===== src/rtl/receptor_jogada.sv =====
// UART 8N1 move receiver: frame A5,O,D,C -> validated move held on temJogada.
// Ports: clock/reset, rx, registraR (ack), limpaErro; temJogada, origem, destino, erro_quadro, db_estado.
module receptor_jogada #(
  parameter int DIV     = 434,
  parameter int TIMEOUT = 20
) (
  input  logic       clock,
  input  logic       reset,
  input  logic       rx,
  input  logic       registraR,
  input  logic       limpaErro,
  output logic       temJogada,
  output logic [5:0] origem,
  output logic [5:0] destino,
  output logic       erro_quadro,
  output logic [3:0] db_estado
);

  localparam int CW   = $clog2(DIV);
  localparam int TMAX = TIMEOUT * DIV;
  localparam int TW   = $clog2(TMAX + 1);

  typedef enum logic [1:0] {
    R_IDLE, R_START, R_DATA, R_STOP
  } rx_st_t;

  typedef enum logic [2:0] {
    ESPERA_CAB = 3'd0,
    ORIGEM     = 3'd1,
    DESTINO    = 3'd2,
    CHECK      = 3'd3,
    ENTREGA    = 3'd4
  } fr_st_t;

  // synchronizer plus one extra flop for falling-edge detection
  logic rx_s1, rx_s2, rx_d;

  always_ff @(posedge clock or posedge reset) begin
    if (reset) begin
      rx_s1 <= 1'b1;
      rx_s2 <= 1'b1;
      rx_d  <= 1'b1;
    end else begin
      rx_s1 <= rx;
      rx_s2 <= rx_s1;
      rx_d  <= rx_s2;
    end
  end

  // byte receiver
  rx_st_t     r_q, r_n;
  logic [CW-1:0] cnt, cnt_n;
  logic [2:0] bitn, bitn_n;
  logic [7:0] sh, sh_n;
  logic       stb, stb_n;
  logic       ferr, ferr_n;

  always_ff @(posedge clock or posedge reset) begin
    if (reset) begin
      r_q  <= R_IDLE;
      cnt  <= '0;
      bitn <= '0;
      sh   <= '0;
      stb  <= 1'b0;
      ferr <= 1'b0;
    end else begin
      r_q  <= r_n;
      cnt  <= cnt_n;
      bitn <= bitn_n;
      sh   <= sh_n;
      stb  <= stb_n;
      ferr <= ferr_n;
    end
  end

  always_comb begin
    r_n    = r_q;
    cnt_n  = cnt + 1'b1;
    bitn_n = bitn;
    sh_n   = sh;
    stb_n  = 1'b0;
    ferr_n = 1'b0;
    unique case (r_q)
      R_IDLE: begin
        cnt_n = '0;
        if (rx_d && !rx_s2) r_n = R_START;
      end
      R_START: begin
        // mid-start re-check; high line means a glitch
        if (cnt == CW'(DIV / 2 - 1)) begin
          cnt_n  = '0;
          bitn_n = '0;
          r_n    = rx_s2 ? R_IDLE : R_DATA;
        end
      end
      R_DATA: begin
        if (cnt == CW'(DIV - 1)) begin
          cnt_n  = '0;
          sh_n   = {rx_s2, sh[7:1]};
          bitn_n = bitn + 3'd1;
          if (bitn == 3'd7) r_n = R_STOP;
        end
      end
      R_STOP: begin
        if (cnt == CW'(DIV - 1)) begin
          r_n    = R_IDLE;
          stb_n  = rx_s2;
          ferr_n = !rx_s2;
        end
      end
      default: r_n = R_IDLE;
    endcase
  end

  // frame FSM
  fr_st_t        f_q, f_n;
  logic [TW-1:0] tcnt, tcnt_n;
  logic [5:0]    o_q, o_n, d_q, d_n;
  logic [5:0]    org_n, dst_n;
  logic          tj_n, erro_n, err;

  always_ff @(posedge clock or posedge reset) begin
    if (reset) begin
      f_q         <= ESPERA_CAB;
      tcnt        <= '0;
      o_q         <= '0;
      d_q         <= '0;
      temJogada   <= 1'b0;
      origem      <= '0;
      destino     <= '0;
      erro_quadro <= 1'b0;
    end else begin
      f_q         <= f_n;
      tcnt        <= tcnt_n;
      o_q         <= o_n;
      d_q         <= d_n;
      temJogada   <= tj_n;
      origem      <= org_n;
      destino     <= dst_n;
      erro_quadro <= erro_n;
    end
  end

  always_comb begin
    f_n    = f_q;
    tcnt_n = '0;
    o_n    = o_q;
    d_n    = d_q;
    tj_n   = temJogada;
    org_n  = origem;
    dst_n  = destino;
    err    = 1'b0;
    if (registraR) tj_n = 1'b0;
    unique case (f_q)
      ESPERA_CAB: begin
        if (stb && sh == 8'hA5) f_n = ORIGEM;
      end
      ORIGEM: begin
        if (stb) begin
          if (sh[7:6] != 2'b00) begin
            err = 1'b1;
            f_n = ESPERA_CAB;
          end else begin
            o_n = sh[5:0];
            f_n = DESTINO;
          end
        end
      end
      DESTINO: begin
        if (stb) begin
          if (sh[7:6] != 2'b00) begin
            err = 1'b1;
            f_n = ESPERA_CAB;
          end else begin
            d_n = sh[5:0];
            f_n = CHECK;
          end
        end
      end
      CHECK: begin
        if (stb) begin
          if (sh == ({2'b00, o_q ^ d_q} ^ 8'h5A)) begin
            f_n = ENTREGA;
          end else begin
            err = 1'b1;
            f_n = ESPERA_CAB;
          end
        end
      end
      ENTREGA: begin
        f_n = ESPERA_CAB;
        // an ack on this edge frees the slot for the new move
        if (!temJogada || registraR) begin
          tj_n  = 1'b1;
          org_n = o_q;
          dst_n = d_q;
        end else begin
          err = 1'b1;
        end
      end
      default: f_n = ESPERA_CAB;
    endcase
    // inter-byte timeout, saturating counter
    if (f_q == ORIGEM || f_q == DESTINO || f_q == CHECK) begin
      if (stb) begin
        tcnt_n = '0;
      end else if (tcnt == TW'(TMAX)) begin
        tcnt_n = tcnt;
        if (r_q == R_IDLE) begin
          err = 1'b1;
          f_n = ESPERA_CAB;
        end
      end else begin
        tcnt_n = tcnt + 1'b1;
      end
    end
    if (ferr) begin
      err = 1'b1;
      f_n = ESPERA_CAB;
    end
    if (err)            erro_n = 1'b1;
    else if (limpaErro) erro_n = 1'b0;
    else                erro_n = erro_quadro;
  end

  assign db_estado = {1'b0, f_q};

endmodule


===== config.mk =====
export PLATFORM = sky130hd
export DESIGN_NAME = receptor_jogada
export DESIGN_NICKNAME = d
export VERILOG_FILES = /design/src/rtl/receptor_jogada.sv
export SDC_FILE = /design/constraint.sdc
export NUM_CORES = 1
export LEC_CHECK = 0
export ABC_AREA = 1
export CAP_MARGIN = 0
export CORE_ASPECT_RATIO = 1.75
export CORE_UTILIZATION = 30
export DETAILED_ROUTE_END_ITERATION = 10
export GPL_ROUTABILITY_DRIVEN = 0
export PLACE_DENSITY = 0.48
export SLEW_MARGIN = 20
export SYNTH_ARGS = -nofsm -noshare
export SYNTH_HDL_FRONTEND = slang
export SYNTH_SLANG_ARGS = --single-unit

===== constraint.sdc =====
create_clock -name clock -period 5.55 [get_ports clock]
set_input_delay 0.555 -clock clock [delete_from_list [all_inputs] [get_ports clock]]
set_output_delay 0.555 -clock clock [all_outputs]
set_load 0.005 [all_outputs]

==> results of run 1 <==
## layer usage
metal | vias to the layer above | wire length [um] | track usage [%]
met4 | 0 | 150 | 5.917
li1 | 1474 | - | -
met1 | 1320 | 2924 | 13.97
met2 | 25 | 4274 | 25.32
met3 | 13 | 146 | 2.568
met5 | - | 0 | 0
## worst reg2reg max path: stages, from the launching register on
cell and delay, ns:
dfrtp_1 0.44, inv_2 0.15, o21ai_2 0.08, nor2_2 0.45, inv_1 0.25, nor2_1 0.22
nand2_1 0.07, o21ai_1 0.08
## final timing paths
kind | start | end | slack (ns) | cells after the start
max | f_q[0] | db_estado[0] | 3.60 | 1
min | rx_s1 | rx_s2 | 0.36 | 0
max reg2reg | f_q[2] | tcnt[0] | 3.74 | 7
min reg2reg | rx_s1 | rx_s2 | 0.36 | 0
max in group asynchronous | reset | destino[0] | 4.15 | 3
min in group asynchronous | reset | r_q[0] | 0.82 | 3
## flip-flops by register name (all words and copies together) (netlist names), 3 cells and up, named ones only
register and cells:
d_q 6, cnt 9, destino 6, origem 6, bitn 3, f_q 3, tcnt 14, o_q 6
sh 8
## through the flow
stage / hold WS, ns / setup slack (ns) / instances / utilization [%]
2_1_floorplan: 0.3452 / 3.232 / 452 / -
3_3_place_gp: 0.3468 / 3.439 / 604 / 33.42
3_5_place_dp: 0.3497 / 3.339 / 604 / 33.42
4_1_cts: 0.3573 / 3.581 / 620 / 35.62
5_1_grt: 0.3632 / 3.447 / 620 / 35.62
6_report: 0.3552 / 3.602 / 620 / 35.62
## area by class of cell
| type | count | share of cell area (%) |
|---|---|---|
| inverters | 73 | 6.563 |
| flip-flops and latches | 70 | 41.29 |
| clock inverters | 1 | 0.1177 |
| multi-input cells | 302 | 36.82 |
| repair buffers | 22 | 5.121 |
| clock buffers | 15 | 6.062 |
| well taps | 137 | 4.032 |
## power by group
group          switching [mW]  internal [mW]
Combinational           0.123         0.0617
Sequential             0.0229          0.530
Clock                   0.207          0.315
Total                   0.352          0.907
## synthesized netlist by cell type (all sizes together)
cell type	count	area share [%]
nand2	128	14
inv	73	7.6
dfrtp	67	46
nor2	50	6.9
o21ai	47	7.6
nand3	31	4.9
nor3	9	1.2
nand4	8	1.9
a21oi	7	0.96
ha	7	2.4
buf	6	1.2
xor2	4	0.96
dfstp	3	2.2
o21a	3	0.62
a211oi	1	0.34
a31oi	1	0.17
and3	1	0.17
clkbuf	1	0.14
conb	1	0.10
nand3b	1	0.21
o211ai	1	0.21
o21bai	1	0.21
o22ai	1	0.17
## cells by family (layout without fill, tap and decap cells)
group	count (synthesis)	count (layout)
adders and majority gates	7	7
and+or+nand+nor	228	228
DFF	70	70
AOI/OAI and AO/OA	62	62
other	1	1
buffers and inverters	80	111
xor gates and xnor gates	4	4
==> flow_metrics.py, run 1 <==
metrics = {
    "critical_path": {
        "cp_num_buf_inv": 1,
        "critPathSlowestCell": "clkdlybuf4s50_1",
        "critPathRequiredTime_ns": 4.99,
        "setup.worst_path.end_class": "primary output",
        "cp-start-kind": "flip-flop",
        "critical_path.top_delay_family": "buffers and inverters",
        "max_stage_delay_ns": 0.56,
        "worst-endpoint-arrival_ns": 1.39,
        "crit_type": "flip-flop to primary output",
        "crit_chain": "clkdlybuf4s50_1",
        "crit_fanout": 8,
    },
    "sta": {
        "max-slew-margin-rel_pct": 39.61,
        "tightest_slew_ns": 0.9058,
        "final.setup_skew_ns": 0.006412,
        "setup_viol": 0,
        "period_minus_slack_ns": 1.948,
        "tns_ns": 0,
        "rsz0062_at_grt": "false",
        "finalMaxSlewViolations": 0,
        "timing.fmax_mhz": 513.4,
        "hold_viol": 0,
        "fin_crit_sh_pct": 35.09,
    },
    "worst_hold_path": {
        "min_path_type": "flip-flop to flip-flop",
    },
    "die": {
        "pin_count": 23,
        "die_area_um2": 12630,
        "rows": 53,
        "core_um2": 11940,
        "initial_core_util_pct": 30.58,
        "die_w_um": 85.38,
        "chipHeight_um": 147.9,
    },
    "clock_network": {
        "clock_path_buffers": 2,
        "clock_latency_ns": 0.33,
        "clock_sinks": 70,
        "ctsResizeCount": 0,
        "cts_setup_buffers": 0,
        "numCtsBuffers": 9,
        "clkTransAtPathRegs_ns": 0.06,
        "postCtsHoldBufs": 0,
        "cts_htree_levels": 3,
        "root_buffer": "clkbuf_16",
        "cts_tree": "done",
    },
    "route": {
        "route.detailed.drc": 0,
        "drtPass1Iterations": 4,
        "dr.first_iter.drc_count": 93,
        "drt-vias-per-instance": 4.568,
        "ant_nets": 0,
        "wl_um": 7495,
        "num_vias": 2832,
        "wl_per_cell_um": 12.09,
    },
    "yosys": {
        "yosys_warnings": 0,
        "synthMuxAreaShare_pct": 0,
        "syn_area_per_cell_um2": 8.075,
        "yosys_register_bits": 70,
        "synth_compound_area_share_pct": 10.25,
        "synth_cell_type_count": 36,
        "synthAdderAreaFrac_pct": 2.400,
        "synth_seq_area_share_pct": 48.10,
        "synth_top_family_by_area": "simple AND/OR/NAND/NOR gates",
        "synth_xor_area_share_pct": 0.9599,
        "yosys.area_share.simple_pct": 29.17,
        "synth_nets": 464,
        "netlist_area_um2": 3650,
        "synthesis.instances": 452,
    },
    "finish": {
        "layout_commonest_cell": "nand2_1",
        "n_antenna_cell": 0,
        "drive_gt1_share_pct": 13.25,
        "nets": 490,
        "area_growth_pct": 16.49,
        "regArea_um2": 1755,
        "fill_cells": 1270,
        "layout_common_cells": "120 x nand2_1, 67 x dfrtp_1, 62 x inv_1, 40 x nor2_1, 26 x nand3_1",
        "fin_area_um2": 4252,
        "multi_input_area_um2": 1565,
    },
    "grt": {
        "grt_usage_pct": 13.35,
        "grt_max_degree": 71,
        "grt_pass1_wl_um": 13230,
        "grt_overflow_total": 0,
        "antenna_found_initial": 0,
        "grt_pass1_vias": 2892,
    },
    "power_and_ir_drop": {
        "power_leakage_nw": 1.860,
        "ir_drop_v": 0.0001515,
        "power_mw": 1.259,
        "p_per_area_nw_per_um2": 296.1,
    },
    "job": {
        "cap_violations": 0,
    },
    "placed_design": {
        "placed_area_um2": 3989,
        "port_buffers": 21,
        "place_hpwl_um": 5516,
    },
    "run_status": {
        "outcome": "finished, final reports clean",
    },
}
(Power assumes the default switching activity.)
==> run 2: changes to the inputs <==
clock period = 1.9 ns   (was 5.55 ns; I/O delays follow)
==> run 2 against run 1 <==
Net effect:
- largest power group is now the clock network
- register-to-register slack worse by 3.3 ns
- critical endpoint is now db_estado[1]
- clock power rose to 3.4 times the previous value
- core utilization is 0.84 points higher
- flip-flop and latch count stayed put
- sequential share of layout area shrank 0.95 points
- highest routed layer unchanged
- hold slack worse by 0.093 ns
- critical path type unchanged
- sequential power grew to 2.9 times the previous value
- count of clock-buffer cells in the layout is 3 lower
==> flow_metrics.py, run 2 (synthesis results as in run 1) <==
metrics = {
    "run_status": {
        "outcome": "finished, final reports clean",
    },
    "critical_path": {
        "reg2reg_from": "sh[7]",
        "cp-start-kind": "flip-flop",
        "crit_chain": "clkdlybuf4s50_1",
        "crit_fanout": 8,
        "r2r_end": "f_q[1]",
        "crit_start": "f_q[1]",
        "worst-endpoint-arrival_ns": 1.43,
        "cp_num_cells": 1,
        "critical_path.top_delay_family": "buffers and inverters",
        "cp_num_buf_inv": 1,
        "max_stage_delay_ns": 0.57,
        "critPathRequiredTime_ns": 1.71,
        "critPathSlowestCell": "clkdlybuf4s50_1",
        "crit_type": "flip-flop to primary output",
        "reg2reg_setup_slack_ns": 0.43,
        "ff2ff_path_depth": 7,
        "setup.worst_path.end_class": "primary output",
        "critPathCapture": "db_estado[1]",
    },
    "clock_network": {
        "cts_htree_levels": 3,
        "clock_path_buffers": 2,
        "numCtsBuffers": 9,
        "clock_latency_ns": 0.33,
        "postCtsHoldBufs": 0,
        "clock_sinks": 70,
        "root_buffer": "clkbuf_16",
        "ctsResizeCount": 0,
        "cts_setup_buffers": 0,
        "clkTransAtPathRegs_ns": 0.05,
        "cts_tree": "done",
    },
    "route": {
        "wl_um": 7681,
        "num_vias": 2819,
        "drt-vias-per-instance": 4.518,
        "route.detailed.drc": 0,
        "wl_per_cell_um": 12.31,
        "ant_nets": 0,
        "dr.first_iter.drc_count": 129,
        "drtPass1Iterations": 4,
    },
    "finish": {
        "drive_gt1_share_pct": 14.58,
        "layout_commonest_cell": "nand2_1",
        "top_register": "tcnt",
        "largest_reg_flops": 14,
        "layout_common_cells": "120 x nand2_1, 67 x dfrtp_1, 62 x inv_1, 40 x nor2_1, 26 x nand3_1",
        "nets": 494,
        "n_antenna_cell": 0,
        "reg.largest.list": "tcnt (14), cnt (9), sh (8)",
        "area_growth_pct": 19.23,
    },
    "power_and_ir_drop": {
        "power_mw": 3.956,
        "p_per_area_nw_per_um2": 909.2,
        "ir_drop_v": 0.0004009,
        "power_leakage_nw": 1.908,
    },
    "grt": {
        "grt_overflow_total": 0,
        "grt_usage_pct": 13.93,
        "grt_pass1_wl_um": 13410,
        "grt_pass1_vias": 2859,
        "grt_max_degree": 51,
        "antenna_found_initial": 0,
    },
    "sta": {
        "rsz0062_at_grt": "false",
        "setup_viol": 0,
        "final.setup_skew_ns": 0.003745,
        "fin_crit_sh_pct": 85.36,
        "period_minus_slack_ns": 1.622,
        "finalMaxSlewViolations": 0,
        "timing.fmax_mhz": 616.6,
        "hold_viol": 0,
        "tns_ns": 0,
    },
    "placed_design": {
        "port_buffers": 21,
        "place_hpwl_um": 5836,
    },
    "die": {
        "initial_core_util_pct": 30.58,
        "die_area_um2": 12630,
        "rows": 53,
        "core_um2": 11940,
        "die_w_um": 85.38,
        "pin_count": 23,
        "chipHeight_um": 147.9,
    },
    "worst_hold_path": {
        "min_path_type": "input port to flip-flop",
    },
    "job": {
        "cap_violations": 0,
    },
}
-- run 2: cell types whose count changed in the layout (fill, tap and decap cells not counted) --
cell        previous run  this run
clkinv_2               1         2
inv_2                 10         9
bufinv_16              0         2
clkinvlp_4             0         1
clkbuf_1               5         2
buf_4                  1         4
buf_12                 0         1
-- run 2: worst register-to-register path, delay by kind of cell, from the launching register on --
family	cells	cell delay, ns
AOI/OAI and AO/OA	1	0.05
DFF	1	0.37
and+or+nand+nor	5	0.85
buffers and inverters	1	0.14
-- run 2: metal layers --
layer	wire length [um]	vias to the layer above	global-route usage, %
met5	0	-	0
met4	179	0	6.250
met3	169	14	3.183
met2	4410	28	26.45
met1	2922	1295	14.19
li1	-	1482	-
-- run 2: worst min-delay path by stage --
stage | startpoint | end | slack, ns | depth (start not counted)
6_report | rx | rx_s1 | 0.26 | 1
3_5_place_dp | rx_s1 | rx_s2 | 0.35 | 0
4_1_cts | rx | rx_s1 | 0.25 | 1
3_3_place_gp | rx_s1 | rx_s2 | 0.35 | 0
2_1_floorplan | rx | rx_s1 | 0.19 | 0
5_1_grt | rx | rx_s1 | 0.26 | 1
-- run 2: area by class of cell --
type                       instances  area, um^2
multi-input combinational        302        1565
timing repair buffer              26       260.3
sequential                        70        1755
clock buffer                      12       246.5
tap                              137       171.4
clock inverter                     4       70.07
inverter                          73       282.8
fill                            1219        7585
-- run 2: power by group --
group	total, mW	switching, mW	internal (mW)
clock network	1.79	0.613	1.18
logic	0.541	0.357	0.183
registers	1.62	0.0739	1.55
-- run 2: through the flow --
step           instances  util (%)  worst slack [ns]  hold slack, ns  cell area (um^2)
2_1_floorplan        452         -            0.5615          0.1945              3654
3_3_place_gp         608     33.81            0.4129          0.3476              4035
3_5_place_dp         608     33.81            0.4131          0.3509              4035
4_1_cts              624     36.46            0.2533          0.2490              4352
5_1_grt              624     36.46            0.2085          0.2603              4352
6_report             624     36.46            0.2783          0.2623              4352
==> run 3: changes to the inputs <==
CTS_BUF_LIST = sky130_fd_sc_hd__clkbuf_8   (was default)
HOLD_SLACK_MARGIN = 0.1   (was default)
SKIP_LAST_GASP = 1   (was default)
==> run 3 against run 2 <==
Net effect:
- global-route usage shrank 0.094 points
- combinational power shrank 1%
- worst setup slack lost 0.020 ns
- total power shrank 12%
- hold slack lost 0.018 ns
- clock skew grew 0.0026 ns
- critical endpoint unchanged
- largest power group is now sequential cells
==> flow_metrics.py, run 3 (synthesis results as in run 1) <==
metrics = {
    "grt": {
        "grt_usage_pct": 13.83,
        "grt_pass1_vias": 2858,
        "globalRoute.busiestLayer": "met2",
        "grt_pass1_wl_um": 13340,
        "grt_overflow_total": 0,
        "use_met3_pct": 3.350,
        "grt_max_degree": 51,
        "grt_use_met1_pct": 14.23,
        "antenna_found_initial": 0,
        "use_met2_pct": 25.81,
    },
    "clock_network": {
        "postCtsHoldBufs": 0,
        "ctsResizeCount": 0,
        "cts_setup_buffers": 0,
        "cts_htree_levels": 3,
        "numCtsBuffers": 9,
        "clock_latency_ns": 0.35,
        "clock_sinks": 70,
        "root_buffer": "clkbuf_8",
        "cts_tree": "done",
        "clkTransAtPathRegs_ns": 0.07,
        "clock_path_buffers": 2,
    },
    "sta": {
        "rsz0062_at_grt": "false",
        "setup_viol": 0,
        "fin_crit_sh_pct": 86.40,
        "final.setup_skew_ns": 0.006388,
        "finalMaxSlewViolations": 0,
        "final.setup.worst_slack_ns": 0.2584,
        "tns_ns": 0,
        "timing.fmax_mhz": 609.2,
        "hold_viol": 0,
        "period_minus_slack_ns": 1.642,
        "holdWs_ns": 0.2445,
    },
    "critical_path": {
        "critical_path.top_delay_family": "buffers and inverters",
        "critPathRequiredTime_ns": 1.71,
        "worst-endpoint-arrival_ns": 1.45,
        "max_stage_delay_ns": 0.57,
        "r2r_end": "f_q[1]",
        "ff2ff_path_depth": 7,
        "critPathSlowestCell": "clkdlybuf4s50_1",
        "reg2reg_from": "sh[7]",
        "crit_chain": "clkdlybuf4s50_1",
        "setup.worst_path.end_class": "primary output",
        "crit_fanout": 8,
        "cp-start-kind": "flip-flop",
        "reg2reg_setup_slack_ns": 0.43,
        "cp_num_buf_inv": 1,
        "crit_type": "flip-flop to primary output",
    },
    "finish": {
        "layout_common_cells": "120 x nand2_1, 67 x dfrtp_1, 64 x inv_1, 40 x nor2_1, 26 x nand3_1",
        "layoutNonFillerInstCount": 624,
        "fill_cells": 1227,
        "n_antenna_cell": 0,
        "fin_area_um2": 4250,
        "drive_gt1_share_pct": 14.58,
        "nets": 494,
        "layout_commonest_cell": "nand2_1",
        "top_register": "tcnt",
        "fin_util_pct": 35.61,
        "largest_reg_flops": 14,
        "area_growth_pct": 16.46,
        "reg.largest.list": "tcnt (14), cnt (9), sh (8)",
    },
    "die": {
        "chipHeight_um": 147.9,
        "pin_count": 23,
        "die_area_um2": 12630,
        "rows": 53,
        "core_um2": 11940,
        "die_w_um": 85.38,
        "initial_core_util_pct": 30.58,
    },
    "power_and_ir_drop": {
        "ir_drop_v": 0.0002975,
        "power_frac_comb_pct": 15.4,
        "p_int_mw": 2.490,
        "power_mw": 3.467,
        "seqPwrFrac_pct": 46.6,
        "power_leakage_nw": 1.870,
        "sw_frac_of_total_pct": 28.18,
        "p_per_area_nw_per_um2": 815.7,
        "p_clk_share_pct": 37.9,
        "p_sw_mw": 0.9770,
    },
    "worst_hold_path": {
        "min_path_type": "input port to flip-flop",
        "worstHoldStart": "rx",
        "hold_depth": 1,
        "worstHoldEndpoint": "rx_s1",
    },
    "route": {
        "wl_um": 7636,
        "num_vias": 2812,
        "wl_per_cell_um": 12.24,
        "dr.first_iter.drc_count": 140,
        "drt-vias-per-instance": 4.506,
        "route.detailed.drc": 0,
        "ant_nets": 0,
        "drtPass1Iterations": 4,
    },
    "run_status": {
        "outcome": "finished, final reports clean",
    },
    "placed_design": {
        "place_hpwl_um": 5836,
        "dpl_worst_slack_ns": 0.4131,
        "port_buffers": 21,
        "placed_area_um2": 4035,
        "dpl.cell_count": 608,
    },
    "job": {
        "cap_violations": 0,
    },
}
run 3: per-layer routing:
layer  vias up  routed length, um
met5         -                  0
met4         0                224
met3        13                158
met2        34               4357
met1      1281               2896
li1       1484                  -
run 3: cell type report:
class	instances	area, um^2	share of cell area (%)
clock buffer	10	137.6	3.238
inverter	73	282.8	6.653
timing repair buffer	26	260.3	6.123
multi-input combinational	302	1565	36.83
sequential	70	1755	41.30
tap	137	171.4	4.033
clock inverter	6	77.57	1.825
run 3: worst reg2reg max path: stages (launching register included):
cell,delay (ns)
dfrtp_1,0.38
inv_1,0.14
nand2_1,0.10
nor2_2,0.14
nand4_2,0.32
nand2_1,0.17
a21oi_1,0.05
nor2_1,0.11
run 3: worst max-delay path by stage:
stage           start            to  slack, ns  cells after the start
2_1_floorplan  cnt[1]        cnt[2]       0.56                     11
3_3_place_gp   f_q[2]   erro_quadro       0.41                     10
3_5_place_dp   f_q[2]   erro_quadro       0.41                     10
4_1_cts        f_q[1]  db_estado[1]       0.23                      1
5_1_grt        f_q[1]  db_estado[1]       0.18                      1
6_report       f_q[1]  db_estado[1]       0.26                      1
run 3: power by group through the flow:
stage | logic [mW] | clock network (mW) | registers [mW]
6_report | 0.535 | 1.32 | 1.62
3_3_place_gp | 0.547 | 0 | 1.64
4_1_cts | 0.554 | 1.38 | 1.62
5_1_grt | 0.615 | 1.43 | 1.63
3_5_place_dp | 0.550 | 0 | 1.64
2_1_floorplan | 0.454 | 0 | 1.63
